$ cat config.mk
export PLATFORM = sky130hd
export DESIGN_NAME = dmem_lsu_flat
export DESIGN_NICKNAME = d
export VERILOG_FILES = /design/src/rtl/dmem_lsu_pkg.sv /design/src/rtl/dmem_lsu_if.sv /design/src/rtl/dmem_lsu_load_align.sv /design/src/rtl/dmem_lsu.sv /design/src/flat_wrapper.sv
export SDC_FILE = /design/constraint.sdc
export NUM_CORES = 1
export LEC_CHECK = 0
export ABC_AREA = 0
export CORE_MARGIN = 1.5
export CORE_UTILIZATION = 35
export CTS_BUF_LIST = sky130_fd_sc_hd__clkbuf_4 sky130_fd_sc_hd__clkbuf_8 sky130_fd_sc_hd__clkbuf_16
export CTS_CLUSTER_DIAMETER = 60
export DETAILED_ROUTE_END_ITERATION = 10
export PLACE_DENSITY = 0.65
export SLEW_MARGIN = 20
export SYNTH_ARGS = -nofsm -noshare
export SYNTH_HDL_FRONTEND = slang
export SYNTH_SLANG_ARGS = --single-unit
$ cat constraint.sdc
create_clock -name clk -period 4.7 [get_ports clk]
set_clock_uncertainty 0.05 [all_clocks]
set_input_delay 0.94 -clock clk [delete_from_list [all_inputs] [get_ports clk]]
set_output_delay 0.94 -clock clk [all_outputs]
set_load 0.01 [all_outputs]
$ cat src/rtl/dmem_lsu_pkg.sv
// Shared types and helpers for the data-memory load/store unit.
// Covers funct3 encodings, FSM states, fault codes and store lane formatting.
package lsu_pkg;

    localparam logic [2:0] F3_B  = 3'b000;
    localparam logic [2:0] F3_H  = 3'b001;
    localparam logic [2:0] F3_W  = 3'b010;
    localparam logic [2:0] F3_BU = 3'b100;
    localparam logic [2:0] F3_HU = 3'b101;

    typedef enum logic [1:0] {
        IDLE = 2'd0,
        BUS  = 2'd1,
        RESP = 2'd2
    } lsu_state_e;

    typedef enum logic [1:0] {
        FAULT_OK       = 2'b00,
        FAULT_MISALIGN = 2'b01,
        FAULT_ILLEGAL  = 2'b10,
        FAULT_TIMEOUT  = 2'b11
    } lsu_fault_e;

    function automatic logic is_illegal(input logic write, input logic [2:0] f3);
        if (write)
            return !(f3 == F3_B || f3 == F3_H || f3 == F3_W);
        return (f3 == 3'b011 || f3 == 3'b110 || f3 == 3'b111);
    endfunction

    // Access size is carried in funct3[1:0] for every legal encoding.
    function automatic logic is_misaligned(input logic [2:0] f3, input logic [1:0] lo);
        case (f3[1:0])
            2'b01:   return lo[0];
            2'b10:   return lo != 2'b00;
            default: return 1'b0;
        endcase
    endfunction

    function automatic logic [3:0] store_strb(input logic [2:0] f3, input logic [1:0] lo);
        case (f3)
            F3_B:    return 4'b0001 << lo;
            F3_H:    return lo[1] ? 4'b1100 : 4'b0011;
            F3_W:    return 4'b1111;
            default: return 4'b0000;
        endcase
    endfunction

    function automatic logic [31:0] store_data(input logic [2:0] f3, input logic [31:0] wd);
        case (f3)
            F3_B:    return {4{wd[7:0]}};
            F3_H:    return {2{wd[15:0]}};
            F3_W:    return wd;
            default: return '0;
        endcase
    endfunction

endpackage

$ cat src/rtl/dmem_lsu_if.sv
// Data-memory bus between the load/store unit (master) and memory (slave).
interface dmem_lsu_if #(
    parameter int unsigned XLEN = 32
);
    logic            valid;
    logic            write;
    logic [3:0]      wstrb;
    logic [XLEN-1:0] addr;
    logic [XLEN-1:0] wdata;
    logic [XLEN-1:0] rdata;
    logic            ready;

    modport master (
        output valid, write, wstrb, addr, wdata,
        input  rdata, ready
    );

    modport slave (
        input  valid, write, wstrb, addr, wdata,
        output rdata, ready
    );
endinterface

$ cat src/rtl/dmem_lsu_load_align.sv
// Load lane select and sign/zero extension of a returned bus word.
module lsu_load_align
    import lsu_pkg::*;
#(
    parameter int unsigned XLEN = 32
) (
    input  logic [XLEN-1:0] rdata,
    input  logic [1:0]      addr_lo,
    input  logic [2:0]      funct3,
    output logic [XLEN-1:0] data
);
    logic [7:0]  lane_b;
    logic [15:0] lane_h;

    always_comb begin
        lane_b = rdata[7:0];
        case (addr_lo)
            2'd0:    lane_b = rdata[7:0];
            2'd1:    lane_b = rdata[15:8];
            2'd2:    lane_b = rdata[23:16];
            default: lane_b = rdata[31:24];
        endcase
        lane_h = addr_lo[1] ? rdata[31:16] : rdata[15:0];
    end

    always_comb begin
        data = rdata;
        case (funct3)
            F3_B:    data = {{(XLEN-8){lane_b[7]}}, lane_b};
            F3_BU:   data = {{(XLEN-8){1'b0}}, lane_b};
            F3_H:    data = {{(XLEN-16){lane_h[15]}}, lane_h};
            F3_HU:   data = {{(XLEN-16){1'b0}}, lane_h};
            default: data = rdata;
        endcase
    end
endmodule

$ cat src/rtl/dmem_lsu.sv
// Load/store unit: validates one pipeline request, runs a single bus
// transaction with a watchdog, and returns extended load data or a fault.
module dmem_lsu
    import lsu_pkg::*;
#(
    parameter int unsigned XLEN    = 32,
    parameter int unsigned TIMEOUT = 256
) (
    input  logic            clk,
    input  logic            rst,
    input  logic            req_valid,
    input  logic            req_write,
    input  logic [2:0]      req_funct3,
    input  logic [XLEN-1:0] req_addr,
    input  logic [XLEN-1:0] req_wdata,
    output logic            busy,
    output logic            resp_valid,
    output logic [XLEN-1:0] resp_rdata,
    output logic [1:0]      resp_fault,
    dmem_lsu_if.master      dmem
);
    localparam int unsigned CW = (TIMEOUT > 2) ? $clog2(TIMEOUT) : 1;

    lsu_state_e      state_q, state_d;
    lsu_fault_e      fault_q, fault_d;
    logic [CW-1:0]   cnt_q;
    logic            write_q;
    logic [3:0]      wstrb_q;
    logic [XLEN-1:0] addr_q, wdata_q, rdata_q, load_data;
    logic [2:0]      f3_q;
    logic [1:0]      lo_q;
    logic            accept_bus, accept_fault, bus_done, bus_timeout;

    always_comb begin
        state_d      = state_q;
        fault_d      = FAULT_OK;
        accept_bus   = 1'b0;
        accept_fault = 1'b0;
        bus_done     = 1'b0;
        bus_timeout  = 1'b0;
        unique case (state_q)
            IDLE: begin
                if (req_valid) begin
                    if (is_illegal(req_write, req_funct3)) begin
                        fault_d      = FAULT_ILLEGAL;
                        accept_fault = 1'b1;
                        state_d      = RESP;
                    end else if (is_misaligned(req_funct3, req_addr[1:0])) begin
                        fault_d      = FAULT_MISALIGN;
                        accept_fault = 1'b1;
                        state_d      = RESP;
                    end else begin
                        accept_bus = 1'b1;
                        state_d    = BUS;
                    end
                end
            end
            BUS: begin
                // Ready wins over an expiring watchdog in the same cycle.
                if (dmem.ready) begin
                    bus_done = 1'b1;
                    state_d  = RESP;
                end else if (TIMEOUT != 0 && cnt_q == CW'(TIMEOUT - 1)) begin
                    bus_timeout = 1'b1;
                    state_d     = RESP;
                end
            end
            RESP:    state_d = IDLE;
            default: state_d = IDLE;
        endcase
    end

    always_ff @(posedge clk or posedge rst) begin
        if (rst) state_q <= IDLE;
        else     state_q <= state_d;
    end

    always_ff @(posedge clk or posedge rst) begin
        if (rst) begin
            cnt_q   <= '0;
            write_q <= 1'b0;
            wstrb_q <= '0;
            addr_q  <= '0;
            wdata_q <= '0;
            f3_q    <= '0;
            lo_q    <= '0;
            rdata_q <= '0;
            fault_q <= FAULT_OK;
        end else begin
            if (state_q == BUS)
                cnt_q <= cnt_q + 1'b1;
            if (accept_bus) begin
                cnt_q   <= '0;
                write_q <= req_write;
                wstrb_q <= req_write ? store_strb(req_funct3, req_addr[1:0]) : 4'b0000;
                addr_q  <= {req_addr[XLEN-1:2], 2'b00};
                wdata_q <= req_write ? store_data(req_funct3, req_wdata) : '0;
                f3_q    <= req_funct3;
                lo_q    <= req_addr[1:0];
            end
            if (accept_fault) begin
                rdata_q <= '0;
                fault_q <= fault_d;
            end
            if (bus_done) begin
                rdata_q <= write_q ? '0 : load_data;
                fault_q <= FAULT_OK;
            end
            if (bus_timeout) begin
                rdata_q <= '0;
                fault_q <= FAULT_TIMEOUT;
            end
        end
    end

    lsu_load_align #(.XLEN(XLEN)) u_align (
        .rdata   (dmem.rdata),
        .addr_lo (lo_q),
        .funct3  (f3_q),
        .data    (load_data)
    );

    assign busy       = (state_q != IDLE);
    assign resp_valid = (state_q == RESP);
    assign resp_rdata = rdata_q;
    assign resp_fault = fault_q;

    assign dmem.valid = (state_q == BUS);
    assign dmem.write = write_q;
    assign dmem.wstrb = wstrb_q;
    assign dmem.addr  = addr_q;
    assign dmem.wdata = wdata_q;
endmodule

$ cat src/flat_wrapper.sv
// flat-port wrapper written by rule: the top's interface ports become plain ports
module dmem_lsu_flat import lsu_pkg::*;
#(
    parameter int unsigned XLEN    = 32,
    parameter int unsigned TIMEOUT = 256
)
  (clk, rst, req_valid, req_write, req_funct3, req_addr, req_wdata, busy, resp_valid, resp_rdata, resp_fault, dmem_valid, dmem_write, dmem_wstrb, dmem_addr, dmem_wdata, dmem_rdata, dmem_ready);
  dmem_lsu_if #(.XLEN(XLEN)) dmem_i ();
  input  logic clk;
  input  logic rst;
  input  logic req_valid;
  input  logic req_write;
  input  logic [2:0] req_funct3;
  input  logic [XLEN-1:0] req_addr;
  input  logic [XLEN-1:0] req_wdata;
  output logic busy;
  output logic resp_valid;
  output logic [XLEN-1:0] resp_rdata;
  output logic [1:0] resp_fault;
  output wire logic [$bits(dmem_i.valid)-1:0] dmem_valid;
  output wire logic [$bits(dmem_i.write)-1:0] dmem_write;
  output wire logic [$bits(dmem_i.wstrb)-1:0] dmem_wstrb;
  output wire logic [$bits(dmem_i.addr)-1:0] dmem_addr;
  output wire logic [$bits(dmem_i.wdata)-1:0] dmem_wdata;
  input wire logic [$bits(dmem_i.rdata)-1:0] dmem_rdata;
  input wire logic [$bits(dmem_i.ready)-1:0] dmem_ready;
  assign dmem_valid = dmem_i.valid;
  assign dmem_write = dmem_i.write;
  assign dmem_wstrb = dmem_i.wstrb;
  assign dmem_addr = dmem_i.addr;
  assign dmem_wdata = dmem_i.wdata;
  assign dmem_i.rdata = dmem_rdata;
  assign dmem_i.ready = dmem_ready;
  dmem_lsu #(.XLEN(XLEN), .TIMEOUT(TIMEOUT)) u_core (.clk(clk), .rst(rst), .req_valid(req_valid), .req_write(req_write), .req_funct3(req_funct3), .req_addr(req_addr), .req_wdata(req_wdata), .busy(busy), .resp_valid(resp_valid), .resp_rdata(resp_rdata), .resp_fault(resp_fault), .dmem(dmem_i));
endmodule
# After elaboration in Yosys (flattened, before gate mapping)
# Cells that the tools add are included.
# Widths: inputs -> output; s select.
word_totals:
  regBits: 116
  in_bits: 104
  output_inout_bits: 106
  wordCells: 94
op_classes:
  n_addsub: 1
  n_eq_ne: 17
  n_shift: 1
  n_mux: 51
  reduce_logical: 14
op_table:
  columns: ["op", "count"]
  rows:
  - ["$mux 32", 5]
  - ["$pmux 32 s4", 1]
  - ["$pmux 32 s3", 1]
  - ["$mux 1", 24]
  - ["$pmux 8 s3", 1]
  - ["$mux 2", 11]
  - ["$mux 16", 1]
  - ["$mux 8", 2]
  - ["$eq 3x3->1 const B", 4]
  - ["$pmux 4 s3", 1]
  - ["$add 8x1->8 const B", 1]
  - ["$eq 8x8->1 const B", 1]
  - ["$mux 4", 2]
  - ["$eq 2x1->1 const B", 3]
  - ["$eq 2x2->1 const B", 3]
  - ["$eq 3x1->1 const B", 2]
  - ["$eq 3x2->1 const B", 2]
  - ["$logic_not 3->1", 2]
  - ["$reduce_bool 2->1", 3]
  - ["$logic_not 2->1", 2]
  - ["$logic_or 1x1->1", 4]
  - ["$pmux 2 s2", 1]
  - ["$shl 1x2->4 const A", 1]
  - ["$ne 3x1->1 const B", 1]
  - ["other kinds (5)", 5]

# Logic depth before layout (Yosys ltp)
logic_depth:
  ltp_word: 18
  mapped_depth: 8

# Cells and area by module
# From an unflattened synthesis, not the netlist that was laid out.
unflattened:
  cells_unflattened: 543
  area_unflattened_um2: 6396.1
by_module_without_submodules:
  columns: ["mod", "n_inst", "cells_each", "area_each_um2", "seq_area_each_um2"]
  rows:
  - ["dmem_lsu", 1, 410, 5426.5, 2902.8]
  - ["lsu_load_align", 1, 133, 969.7, 0.0]

# Worst setup path before layout
# OpenSTA, ideal clock, no wires.
synth_timing:
  path_kind: "input to register"
  from: "in req_funct3[0]"
  to: "reg u_core.wdata_q[9], in the netlist u_core.dmem.wdata[9]"
  arrival_time_ps: 2488
  required_time_ps: 4525
  slack_ps: 2038
  cell_stages: 7
  path_buffers: 1
  path_cell_list: "inv_1 -> ha_1 -> o21a_1 -> o21a_1 -> nor3_4 -> buf_4 -> mux2_2"
synth_via:
  elab_chain_len: 11
  word_cells_on_any_way: 27
  classes_between: "7 x eq/ne; 14 x mux; 6 x reduce/logical"
synth_lines:
  columns: ["element", "line", "text"]
  rows:
  - ["start, declared", "flat_wrapper.sv:13", "input logic [2:0] req_funct3;"]
  - ["$eq 3x1->1 or $logic_not 3->1 (tied branches)", "dmem_lsu_pkg.sv:26, dmem_lsu_pkg.sv:49", null]
  - ["$logic_or 1x1->1 (2 in series)", "dmem_lsu_pkg.sv:26", "return !(f3 == F3_B || f3 == F3_H || f3 == F3_W);"]
  - ["$logic_not 1->1", "dmem_lsu_pkg.sv:26", null]
  - ["$mux 1", "dmem_lsu_pkg.sv:25", "if (write)"]
  - ["$mux 1", "dmem_lsu_pkg.sv:27", "return (f3 == 3'b011 || f3 == 3'b110 || f3 == 3'b111);"]
  - ["$mux 1", "dmem_lsu.sv:43", "if (req_valid) begin"]
  - ["$mux 1", "dmem_lsu.sv:41", "unique case (state_q)"]
  - ["$mux 1", "dmem_lsu.sv:44", "if (is_illegal(req_write, req_funct3)) begin"]
  - ["$mux 1", "dmem_lsu.sv:43", null]
  - ["$mux 1", "dmem_lsu.sv:41", null]
  - ["end signal, assigned", "dmem_lsu.sv:97", "wdata_q <= req_write ? store_data(req_funct3, req_wdata) : '0;"]
  - ["end, declared", "dmem_lsu.sv:29", "logic [XLEN-1:0] addr_q, wdata_q, rdata_q, load_data;"]
# Several ways; a longest one is shown, not always the timed one. The select of a mux whose other input is x is not followed.
# A chain may end at the register's enable or synchronous reset.

# Worst setup path after layout
layout_timing:
  from: "in req_funct3[0]"
  to: "reg u_core.addr_q[27], in the netlist u_core.dmem.addr[27]"
layout_via:
  elab_chain_len: 11
  word_cells_on_any_way: 25
  classes_between: "7 x eq/ne; 12 x mux; 6 x reduce/logical"
layout_lines:
  columns: ["element", "line", "text"]
  rows:
  - ["$eq 3x1->1 or $logic_not 3->1 (tied branches)", "dmem_lsu_pkg.sv:26", null]
  - ["$logic_or 1x1->1 (2 in series)", "dmem_lsu_pkg.sv:26", null]
  - ["$logic_not 1->1", "dmem_lsu_pkg.sv:26", null]
  - ["$mux 1", "dmem_lsu_pkg.sv:25", null]
  - ["$mux 1", "dmem_lsu_pkg.sv:27", null]
  - ["$mux 1", "dmem_lsu.sv:43", null]
  - ["$mux 1", "dmem_lsu.sv:41", null]
  - ["$mux 1 (*)", "dmem_lsu.sv:44", null]
  - ["$mux 1 (*)", "dmem_lsu.sv:43", null]
  - ["$mux 1 (*)", "dmem_lsu.sv:41", null]
  - ["end signal, assigned", "dmem_lsu.sv:96", "addr_q <= {req_addr[XLEN-1:2], 2'b00};"]
  - ["end, declared", "dmem_lsu.sv:29", null]
# Every way passes the cells marked *; elsewhere a longest branch is shown, timed or not. The select of a mux whose other input is x is not followed.

==> metrics <==
synth warn=0; Final Instance Area=8600 um^2; Antenna diodes=0; vias in the first global route=5166; IO Port Bufs=207; # Max-Cap Violations=0; crit path capture type=flop; # rows=46; Routed WL per cell=18.3 um; synth unique cells=62; Max stage delay on crit path=450 ps; Mean Syn Cell Area=10.9 um^2; die area=17300 um^2; core area=16000 um^2; Die Height=132 um; first-pass GRT wire length=27.8 mm; Clock Tree Root=clkbuf_16; Post-route DRC=0; Routed WL=17.6 mm; cts hold-fix bufs=0; boundary pin count=210; PD cells=520 nW/um^2; sequential area share after synthesis=0.502; first-pass detailed-route iteration total=5; static leakage=0.00359 uW; Final Hold Fails=0; Synth top area share=0.502; Yosys top cell by area=dfrtp_1; number of enable flip-flop cells after synthesis=0; RSZ-0062 raised after global routing=false; NetSw=1440 uW; via count=4997; Final Util=0.538; maximum root-to-sink buffer count=2; FMAX=323 MHz; Sink Count=116; DP Area=8030 um^2; Crit path buffers/inverters=3; worst path required time=4940 ps; initial antenna violation count=0; status=finished, final reports clean; Clock Power Share=0.276; CP Max Fanout=34; global placement routability congestion=0.900; Power Internal=3030 uW; main flop type after synthesis=dfrtp_1; number of CTS-inserted buffers=17; number of fill cells=1433; Post CTS Setup Buffer Count=0; dpl hpwl=13.0 mm; area occupied by multi-input gates=2600 um^2; final critical-path share of the clock period=0.660; Die X=132 um; H-tree levels=4; Initial Utilization=0.362; Pins Over Slew Limit=0; Synth-to-Final Area Change=48.6%; Mapped Area=5790 um^2; Worst-path clk slew=50 ps; vias per cell=5.22; critical path data arrival time=3340 ps; Logic pwr share=0.367; nets@finish=839; commonest non-fill, non-tap cell in the layout=clkdlybuf4s50_1; ranking of synthesized cells by area=dfrtp_1 50%, mux2_1 5.1%, mux2_2 5.1%; Seq. cell area=2900 um^2; Mapped Cells=531; GRT overflow=0; kind of critical path=input port to flop; Fin Setup TNS=0 ps; sequential share of power=0.356; Sw Ratio=0.321; Routed Antenna Nets=0; most frequent cells in the layout=207 x clkdlybuf4s50_1, 116 x dfrtp_1, 53 x nand2_1, 32 x nor2_1, 28 x mux2i_1; fin crit period=3100 ps; Hold WC Path Type=flop to flop; Critical Path Source Type=input port; share of layout cells above drive strength 1=0.113; Worst Tran Pin Value=940 ps; Clock Latency Late Sink=410 ps; Peak VDD IR=0.294 mV; CTS tree=done; pin count of the biggest net entering global routing=49; Total GRT Usage=0.206; PostCTS Resize Cnt=0; Crit path max-delay family=buffers and inverters; DRT iter0 DRCs=379; max_slew headroom=0.373; CP Cell Sequence=clkdlybuf4s50_1 > inv_1 > ha_1 > o21ai_0 > and3_1 > nand3_2 > buf_4 > mux2_2; final setup fails=0; Slowest cell on crit path=clkdlybuf4s50_1; Seq cells post-synth=116; fraction of registers with async set/reset=1.00
==> path summary, 6_finish.rpt <==
kind | start | end | slack [ps] | cells past startpoint
hold reg to reg | u_core.dmem.addr[8]$_DFFE_PP0N_ | u_core.dmem.addr[8]$_DFFE_PP0N_ | 440 | 1
max in group asynchronous | rst | u_core.resp_rdata[26]$_DFFE_PP0P_ | 2850 | 3
min in group asynchronous | rst | u_core.dmem.wdata[13]$_DFFE_PP0N_ | 800 | 2
setup reg to reg | u_core.cnt_q[0]$_DFFE_PP0P_ | u_core.resp_rdata[30]$_DFFE_PP0P_ | 2260 | 6
hold / removal | u_core.dmem.addr[8]$_DFFE_PP0N_ | u_core.dmem.addr[8]$_DFFE_PP0N_ | 440 | 1
setup / recovery | req_funct3[0] | u_core.dmem.addr[27]$_DFFE_PP0N_ | 1600 | 8
==> synth_stat cells (3+ instances only) <==
master	n
dfrtp_1	116
nand2_1	53
nor2_1	32
inv_1	28
mux2i_1	28
mux2_1	26
mux2_2	26
a22oi_1	24
o22ai_1	24
nor2b_1	21
clkbuf_1	16
o21ai_0	13
buf_2	12
a21oi_1	10
o2bb2ai_1	8
buf_4	5
ha_1	5
xor2_1	5
nand3_1	4
o21ai_1	4
o221a_2	4
o221ai_1	4
or3_1	4
a31o_2	3
nand2b_1	3
o21a_1	3
==> area by class of cell <==
type | instances | area share
clock buffers | 23 | 0.0576
repair buffers | 215 | 0.249
clock inverters | 8 | 0.00887
multi-input cells | 352 | 0.303
flip-flops and latches | 116 | 0.338
well taps | 216 | 0.0314
inverters | 28 | 0.0125
==> logic make-up after synthesis <==
family	synth area share
mux	0.153
other cells	0.000648
compound gates	0.155
simple gates	0.118
xor+xnor	0.0106
fa+ha+maj	0.0108
buf+inv	0.0499
flops	0.502
==> flip-flops by register name, indices dropped and copies added (netlist names) <==
register	flops
u_core.dmem.wstrb	4
u_core.lo_q	2
u_core.resp_rdata	32
u_core.state_q	2
u_core.cnt_q	8
u_core.f3_q	3
u_core.dmem.write	1
u_core.resp_fault	2
u_core.dmem.addr	30
u_core.dmem.wdata	32
==> metrics by stage <==
stage | setup WS (ps) | cells | hold WS, ps | power [uW]
after floorplan | 638 | 532 | 453 | 2340
after global placement | 1260 | 927 | 424 | 3210
after detailed placement | 1170 | 927 | 431 | 3260
after CTS | 1610 | 958 | 443 | 4520
after global routing | 1430 | 958 | 460 | 4720
final | 1600 | 958 | 437 | 4470
==> power groups by stage <==
stage,clock network [uW],logic [uW],registers (uW)
floorplan,0,685,1660
global placement,0,1620,1590
detailed placement,0,1650,1610
CTS,1270,1660,1590
global route,1320,1760,1640
finish,1240,1640,1590
==> layer usage <==
metal / global-route usage / up-vias / part of all wire / routed length, um
met1: 0.255 / 2450 / 0.42 / 7380
met3: 0.0775 / 21 / 0.089 / 1570
met4: 0.0753 / 0 / 0.017 / 305
met2: 0.329 / 225 / 0.47 / 8320
met5: 0 / - / 0 / 0
li1: - / 2301 / - / -
Note: power is estimated with default switching activity, not from simulation.
